<file path="config.mk">
export PLATFORM = sky130hd
export DESIGN_NAME = dz_uart_tx
export DESIGN_NICKNAME = d
export VERILOG_FILES = /design/src/rtl/dz_uart_tx.sv
export SDC_FILE = /design/constraint.sdc
export NUM_CORES = 1
export LEC_CHECK = 0
export CORE_AREA = 5 5 87 65
export CTS_BUF_LIST = sky130_fd_sc_hd__clkbuf_2
export CTS_CLUSTER_DIAMETER = 100
export DETAILED_ROUTE_END_ITERATION = 10
export DIE_AREA = 0 0 92 70
export SYNTH_ARGS = -nofsm -noshare
export SYNTH_HDL_FRONTEND = slang
export SYNTH_SLANG_ARGS = --single-unit
</file>
<file path="constraint.sdc">
create_clock -name clk -period 3.1 [get_ports clk]
set_clock_uncertainty 0.1 [all_clocks]
set_input_delay 0.62 -clock clk [delete_from_list [all_inputs] [get_ports clk]]
set_output_delay 0.62 -clock clk [all_outputs]
set_load 0.01 [all_outputs]
</file>
<file path="src/rtl/dz_uart_tx.sv">
// One DZ11 line transmitter: a holding register fed by the TDR scanner in front of a
// format-latching async serializer. dbg_state encodes IDLE=0, START=1, DATA=2, PARITY=3, STOP=4.
module dz_uart_tx #(
    parameter int OVERSAMPLE = 16
) (
    input  logic       clk,
    input  logic       rst,
    input  logic       clken,
    input  logic [1:0] txLEN,
    input  logic       txPENA,
    input  logic       txPODD,
    input  logic       txSTOP,
    input  logic       txBRK,
    input  logic       txLOAD,
    input  logic [7:0] txDATA,
    output logic       txEMPTY,
    output logic       txACTIVE,
    output logic       txd,
    output logic [2:0] dbg_state
);
    typedef enum logic [2:0] {
        S_IDLE   = 3'd0,
        S_START  = 3'd1,
        S_DATA   = 3'd2,
        S_PARITY = 3'd3,
        S_STOP   = 3'd4
    } state_t;

    localparam logic [5:0] TICK_LAST = 6'(OVERSAMPLE - 1);

    state_t     state_q, state_d;
    logic [5:0] tick_q, tick_d;
    logic [2:0] bit_q, bit_d;
    logic [7:0] hold_q, hold_d;
    logic       hold_full_q, hold_full_d;
    logic [7:0] sh_data_q, sh_data_d;
    logic [1:0] sh_len_q, sh_len_d;
    logic       sh_pena_q, sh_pena_d;
    logic       sh_podd_q, sh_podd_d;
    logic       sh_stop_q, sh_stop_d;

    logic       bit_end;
    logic       frame_end;
    logic       transfer;
    logic       line_bit;
    logic [7:0] len_mask;

    // Handshake: txLOAD is a one-clk pulse that is always accepted (it overwrites a full
    // holding register); txEMPTY tells the scanner the holding register is free.
    always_comb begin
        bit_end   = clken && (tick_q == TICK_LAST);
        len_mask  = 8'hFF >> (2'd3 - sh_len_q);
        frame_end = 1'b0;
        line_bit  = 1'b1;
        state_d   = state_q;
        tick_d    = tick_q;
        bit_d     = bit_q;

        if (clken) begin
            tick_d = bit_end ? 6'd0 : tick_q + 6'd1;
        end

        case (state_q)
            S_IDLE: begin
                tick_d = 6'd0;
                bit_d  = 3'd0;
            end
            S_START: begin
                line_bit = 1'b0;
                if (bit_end) begin
                    state_d = S_DATA;
                    bit_d   = 3'd0;
                end
            end
            S_DATA: begin
                line_bit = sh_data_q[bit_q];
                if (bit_end) begin
                    // Last data bit index is len-1 = 4 + txLEN.
                    if (bit_q == {1'b1, sh_len_q}) begin
                        state_d = sh_pena_q ? S_PARITY : S_STOP;
                        bit_d   = 3'd0;
                    end else begin
                        bit_d = bit_q + 3'd1;
                    end
                end
            end
            S_PARITY: begin
                line_bit = (^(sh_data_q & len_mask)) ^ sh_podd_q;
                if (bit_end) begin
                    state_d = S_STOP;
                    bit_d   = 3'd0;
                end
            end
            S_STOP: begin
                line_bit = 1'b1;
                if (bit_end) begin
                    if (bit_q[0] == sh_stop_q) begin
                        frame_end = 1'b1;
                        state_d   = S_IDLE;
                        bit_d     = 3'd0;
                    end else begin
                        bit_d = bit_q + 3'd1;
                    end
                end
            end
            default: begin
                state_d = S_IDLE;
                tick_d  = 6'd0;
                bit_d   = 3'd0;
            end
        endcase

        // A load on the same clk takes priority; the held char moves on the next chance.
        transfer = hold_full_q && !txLOAD && ((state_q == S_IDLE) || frame_end);
        if (transfer) begin
            state_d = S_START;
            tick_d  = 6'd0;
            bit_d   = 3'd0;
        end

        hold_d      = hold_q;
        hold_full_d = hold_full_q;
        if (txLOAD) begin
            hold_d      = txDATA;
            hold_full_d = 1'b1;
        end else if (transfer) begin
            hold_full_d = 1'b0;
        end

        sh_data_d = sh_data_q;
        sh_len_d  = sh_len_q;
        sh_pena_d = sh_pena_q;
        sh_podd_d = sh_podd_q;
        sh_stop_d = sh_stop_q;
        if (transfer) begin
            sh_data_d = hold_q;
            sh_len_d  = txLEN;
            sh_pena_d = txPENA;
            sh_podd_d = txPODD;
            sh_stop_d = txSTOP;
        end
    end

    always_ff @(posedge clk) begin
        if (rst) begin
            state_q     <= S_IDLE;
            tick_q      <= 6'd0;
            bit_q       <= 3'd0;
            hold_q      <= 8'd0;
            hold_full_q <= 1'b0;
            sh_data_q   <= 8'd0;
            sh_len_q    <= 2'd0;
            sh_pena_q   <= 1'b0;
            sh_podd_q   <= 1'b0;
            sh_stop_q   <= 1'b0;
        end else begin
            state_q     <= state_d;
            tick_q      <= tick_d;
            bit_q       <= bit_d;
            hold_q      <= hold_d;
            hold_full_q <= hold_full_d;
            sh_data_q   <= sh_data_d;
            sh_len_q    <= sh_len_d;
            sh_pena_q   <= sh_pena_d;
            sh_podd_q   <= sh_podd_d;
            sh_stop_q   <= sh_stop_d;
        end
    end

    // Reset forces mark immediately; break overrides the serializer without stopping it.
    assign txd       = rst ? 1'b1 : (txBRK ? 1'b0 : line_bit);
    assign txEMPTY   = !hold_full_q;
    assign txACTIVE  = (state_q != S_IDLE);
    assign dbg_state = state_q;

endmodule

</file>
==> flow_results.xml, run 1 <==
<?xml version="1.0" encoding="UTF-8"?>
<metrics>
  <group name="cts">
    <metric name="clock_sinks" unit="">34</metric>
    <metric name="cts-root-to-sink-buffers" unit="">2</metric>
    <metric name="cts_buffers" unit="">5</metric>
    <metric name="clk_pin_slew_worst_paths" unit="ps">190</metric>
    <metric name="cts_tree" unit="">yes</metric>
    <metric name="clockRootBuffer" unit="">clkbuf_2</metric>
    <metric name="clkLatencyLatePin" unit="ps">360</metric>
    <metric name="postCtsSetupBuffers" unit="">0</metric>
    <metric name="ctsHtreeMaxLevel" unit="">2</metric>
    <metric name="hold_buffers" unit="">0</metric>
  </group>
  <group name="drt">
    <metric name="detail-route-antenna-nets" unit="">0</metric>
    <metric name="detail_route.drc_violations" unit="">0</metric>
    <metric name="routed_wire_length_per_instance" unit="um">13.8</metric>
    <metric name="routed_wl" unit="mm">3.63</metric>
    <metric name="dr_total_vias" unit="">1310</metric>
    <metric name="post_drt_via_cell_ratio" unit="">4.96</metric>
    <metric name="drtIter0Drc" unit="">68</metric>
    <metric name="number_of_detailed_route_iterations_in_the_first_pass" unit="">5</metric>
  </group>
  <group name="placement">
    <metric name="postPlaceCellArea" unit="um^2">1990</metric>
    <metric name="dp_hpwl" unit="mm">2.64</metric>
    <metric name="port-buffer-count" unit="">23</metric>
    <metric name="globalplace.congestion" unit="">0.770</metric>
  </group>
  <group name="power">
    <metric name="power" unit="mW">0.753</metric>
    <metric name="vdd_ir_drop_max" unit="mV">0.219</metric>
    <metric name="cellPowerDensity" unit="nW/um^2">369</metric>
    <metric name="power_leakage" unit="nW">0.778</metric>
  </group>
  <group name="global_routing">
    <metric name="grt_antenna_before_repair" unit="">0</metric>
    <metric name="grt_first_pass_wirelength" unit="mm">6.11</metric>
    <metric name="grt_usage" unit="%">11.7</metric>
    <metric name="gr_overflow_total" unit="">0</metric>
    <metric name="vias_in_the_first_global_route" unit="">1244</metric>
    <metric name="grt_start_max_net_pins" unit="">27</metric>
  </group>
  <group name="floorplanning">
    <metric name="placeableCoreArea" unit="um^2">4680</metric>
    <metric name="initial_utilization" unit="%">36.7</metric>
    <metric name="floorplan.die_area" unit="um^2">6440</metric>
    <metric name="placement_rows" unit="">21</metric>
    <metric name="design.portCount" unit="">24</metric>
    <metric name="fp.dieH" unit="um">70</metric>
    <metric name="width_of_the_chip" unit="um">92</metric>
  </group>
  <group name="sta">
    <metric name="rsz0062_at_grt" unit="">false</metric>
    <metric name="min_period" unit="ps">2910</metric>
    <metric name="tns" unit="ps">0</metric>
    <metric name="final_hold_viol_count" unit="">0</metric>
    <metric name="slew-limit-headroom" unit="%">61.2</metric>
    <metric name="worst_pin_slew" unit="ps">578</metric>
    <metric name="fmaxAchievable" unit="MHz">344</metric>
    <metric name="finalCritPeriodShare" unit="%">93.7</metric>
    <metric name="pins_over_their_slew_limit" unit="">0</metric>
    <metric name="setup_viol_count_final" unit="">0</metric>
  </group>
  <group name="cells_and_area">
    <metric name="most_used_cells_in_the_layout_excluding_fill_and_tap_cells" unit="">nor2_1 (37), dfxtp_1 (32), mux2i_1 (27), clkdlybuf4s50_1 (22), nand2_1 (8)</metric>
    <metric name="multiInputGateArea" unit="um^2">976</metric>
    <metric name="post_route_cells_drive_above_1_share" unit="%">9.66</metric>
    <metric name="area.growth.synth_to_final" unit="%">18.9</metric>
    <metric name="most_common_library_cell_in_the_layout_ignoring_fill_and_taps" unit="">nor2_1</metric>
    <metric name="finish.utilization" unit="%">43.6</metric>
    <metric name="postLayoutCellArea" unit="um^2">2040</metric>
    <metric name="register_area" unit="um^2">686</metric>
    <metric name="nNetsFinal" unit="">227</metric>
    <metric name="num_antenna_cells" unit="">0</metric>
    <metric name="fill_cells" unit="">475</metric>
  </group>
  <group name="logic_synthesis">
    <metric name="synth_top_area_share" unit="%">39.7</metric>
    <metric name="ys_types" unit="">43</metric>
    <metric name="synthesis.area_per_instance" unit="um^2">9.38</metric>
    <metric name="synth-compound-area-share" unit="%">12.0</metric>
    <metric name="synth_xor_xnor_area_share" unit="%">6.92</metric>
    <metric name="ys_seq_area_share" unit="%">39.7</metric>
    <metric name="mappedNetlistNets" unit="">204</metric>
    <metric name="synth_simple_gate_area_share" unit="%">18.3</metric>
    <metric name="yosys.area_share.adder" unit="%">2.19</metric>
    <metric name="yosysWarningCount" unit="">0</metric>
    <metric name="post_synth_instance_area" unit="um^2">1720</metric>
    <metric name="synth-seq-cells" unit="">34</metric>
    <metric name="synth_cells" unit="">183</metric>
    <metric name="synth_flop_cell" unit="">dfxtp_1</metric>
    <metric name="async_reset_ff_share" unit="%">0</metric>
    <metric name="post_synth_mux_area_share" unit="%">17.1</metric>
    <metric name="combinational_family_with_the_most_area_after_synthesis" unit="">simple AND/OR/NAND/NOR gates</metric>
    <metric name="synth_top_area_cell" unit="">dfxtp_1</metric>
    <metric name="number_of_synthesized_flops_with_an_enable_pin" unit="">0</metric>
    <metric name="synth_area_leaders" unit="">dfxtp_1 (40%), mux2i_1 (16%), nor2_1 (8.1%)</metric>
  </group>
  <group name="worst_setup_path">
    <metric name="cp.required" unit="ps">2380</metric>
    <metric name="worst-endpoint-arrival" unit="ps">2190</metric>
    <metric name="timing.critical_path.cells" unit="">xor2_1 &gt; xnor2_1 &gt; xnor3_1 &gt; a311oi_2 &gt; o21bai_1 &gt; dlygate4sd2_1</metric>
    <metric name="crit_path_start_kind" unit="">register</metric>
    <metric name="timing.critical_path.slowest_stage_cell" unit="">xnor3_1</metric>
    <metric name="worst_path_largest_cell_delay" unit="ps">420</metric>
    <metric name="critPathTopFamily" unit="">XOR/XNOR gates</metric>
    <metric name="cp_max_fo" unit="">2</metric>
    <metric name="cp_endpoint_kind" unit="">primary output</metric>
    <metric name="crit_buf_inv" unit="">1</metric>
    <metric name="worst-setup-path-type" unit="">reg2out</metric>
  </group>
  <group name="run_status">
    <metric name="run_status" unit="">completed</metric>
  </group>
  <group name="run">
    <metric name="drv_cap" unit="">0</metric>
  </group>
  <group name="min_path">
    <metric name="min-delay-path-class" unit="">reg2reg</metric>
  </group>
</metrics>
## metrics by stage
stage | hold slack (ps) | worst slack, ps | std cells
2_1_floorplan | 360 | 792 | 183
3_3_place_gp | 381 | 295 | 256
3_5_place_dp | 384 | 250 | 256
4_1_cts | 428 | 130 | 264
5_1_grt | 458 | 14.1 | 264
6_report | 419 | 195 | 264
## final timing paths
check / from / end / slack, ps / cells past startpoint
worst max-delay path: sh_podd_q / txd / 190 / 6
worst max register to register: bit_q[0] / sh_stop_q / 900 / 7
worst min-delay path: hold_q[5] / hold_q[5] / 420 / 2
worst min register to register: hold_q[5] / hold_q[5] / 420 / 2
## power by group
group / total [mW] / switching [mW] / internal [mW]
clock: 0.204 / 0.153 / 0.0516
sequential: 0.460 / 0.0109 / 0.449
combinational: 0.0895 / 0.0374 / 0.0520
## metal layers
metal	track usage, %	wire, um
met4	2.97	19
met2	14.3	1340
met5	0	0
met1	18.5	2070
met3	4.29	200
## worst register-to-register path: stages (launching register included)
cell and delay (ps):
dfxtp_1 440, inv_1 110, ha_1 400, nand3_4 110, a2111oi_4 340, buf_4 320, mux2i_1 250, nor2_1 50
## state kept, by name, summed over array words and instances (netlist names)
register / flops
sh_data_q: 8
hold_q: 8
dbg_state: 3
bit_q: 3
sh_podd_q: 1
sh_pena_q: 1
sh_len_q: 2
hold_full_q: 1
tick_q: 6
sh_stop_q: 1
## cell usage after synthesis, types with 2 or more instances
master,instances
xnor2_1,6
inv_1,3
mux2i_1,27
nor2b_1,4
xor2_1,5
dfxtp_1,34
clkbuf_1,6
a21oi_1,7
o21ai_0,5
or3_1,2
o21bai_1,2
nor3_1,2
a22oi_1,2
nand2_1,8
nand4_1,3
nor2_1,37
ha_1,3
buf_2,2
## cell type report
class	count	area share, %
clock buffer	5	1.23
clock inverter	3	0.797
inverter	4	0.736
multi-input combinational	135	47.8
sequential	34	33.6
tap	57	3.49
timing repair buffer	26	12.3
## timing repair
action,4_1_cts,5_1_grt
hold endpoints to repair,0,0
endpoints found under the setup margin,1,0
gates resized for setup,6,0
## cell families (layout without fill, tap and decap cells)
kind of cell / after synthesis / count (layout)
AND/OR/NAND/NOR: 65 / 65
flip-flops: 34 / 34
multiplexers: 28 / 28
AO/OA/AOI/OAI: 27 / 27
buffers and inverters: 14 / 38
XOR/XNOR: 12 / 12
adder cells (fa/ha/maj): 3 / 3
No activity file was read; power rests on OpenSTA's default activity.
==> run 2, diff against run 1 <==
SKIP_LAST_GASP = 1   (was not set)
==> results of run 2 <==
Final layout, timing and power as in run 1 (identical DEF).
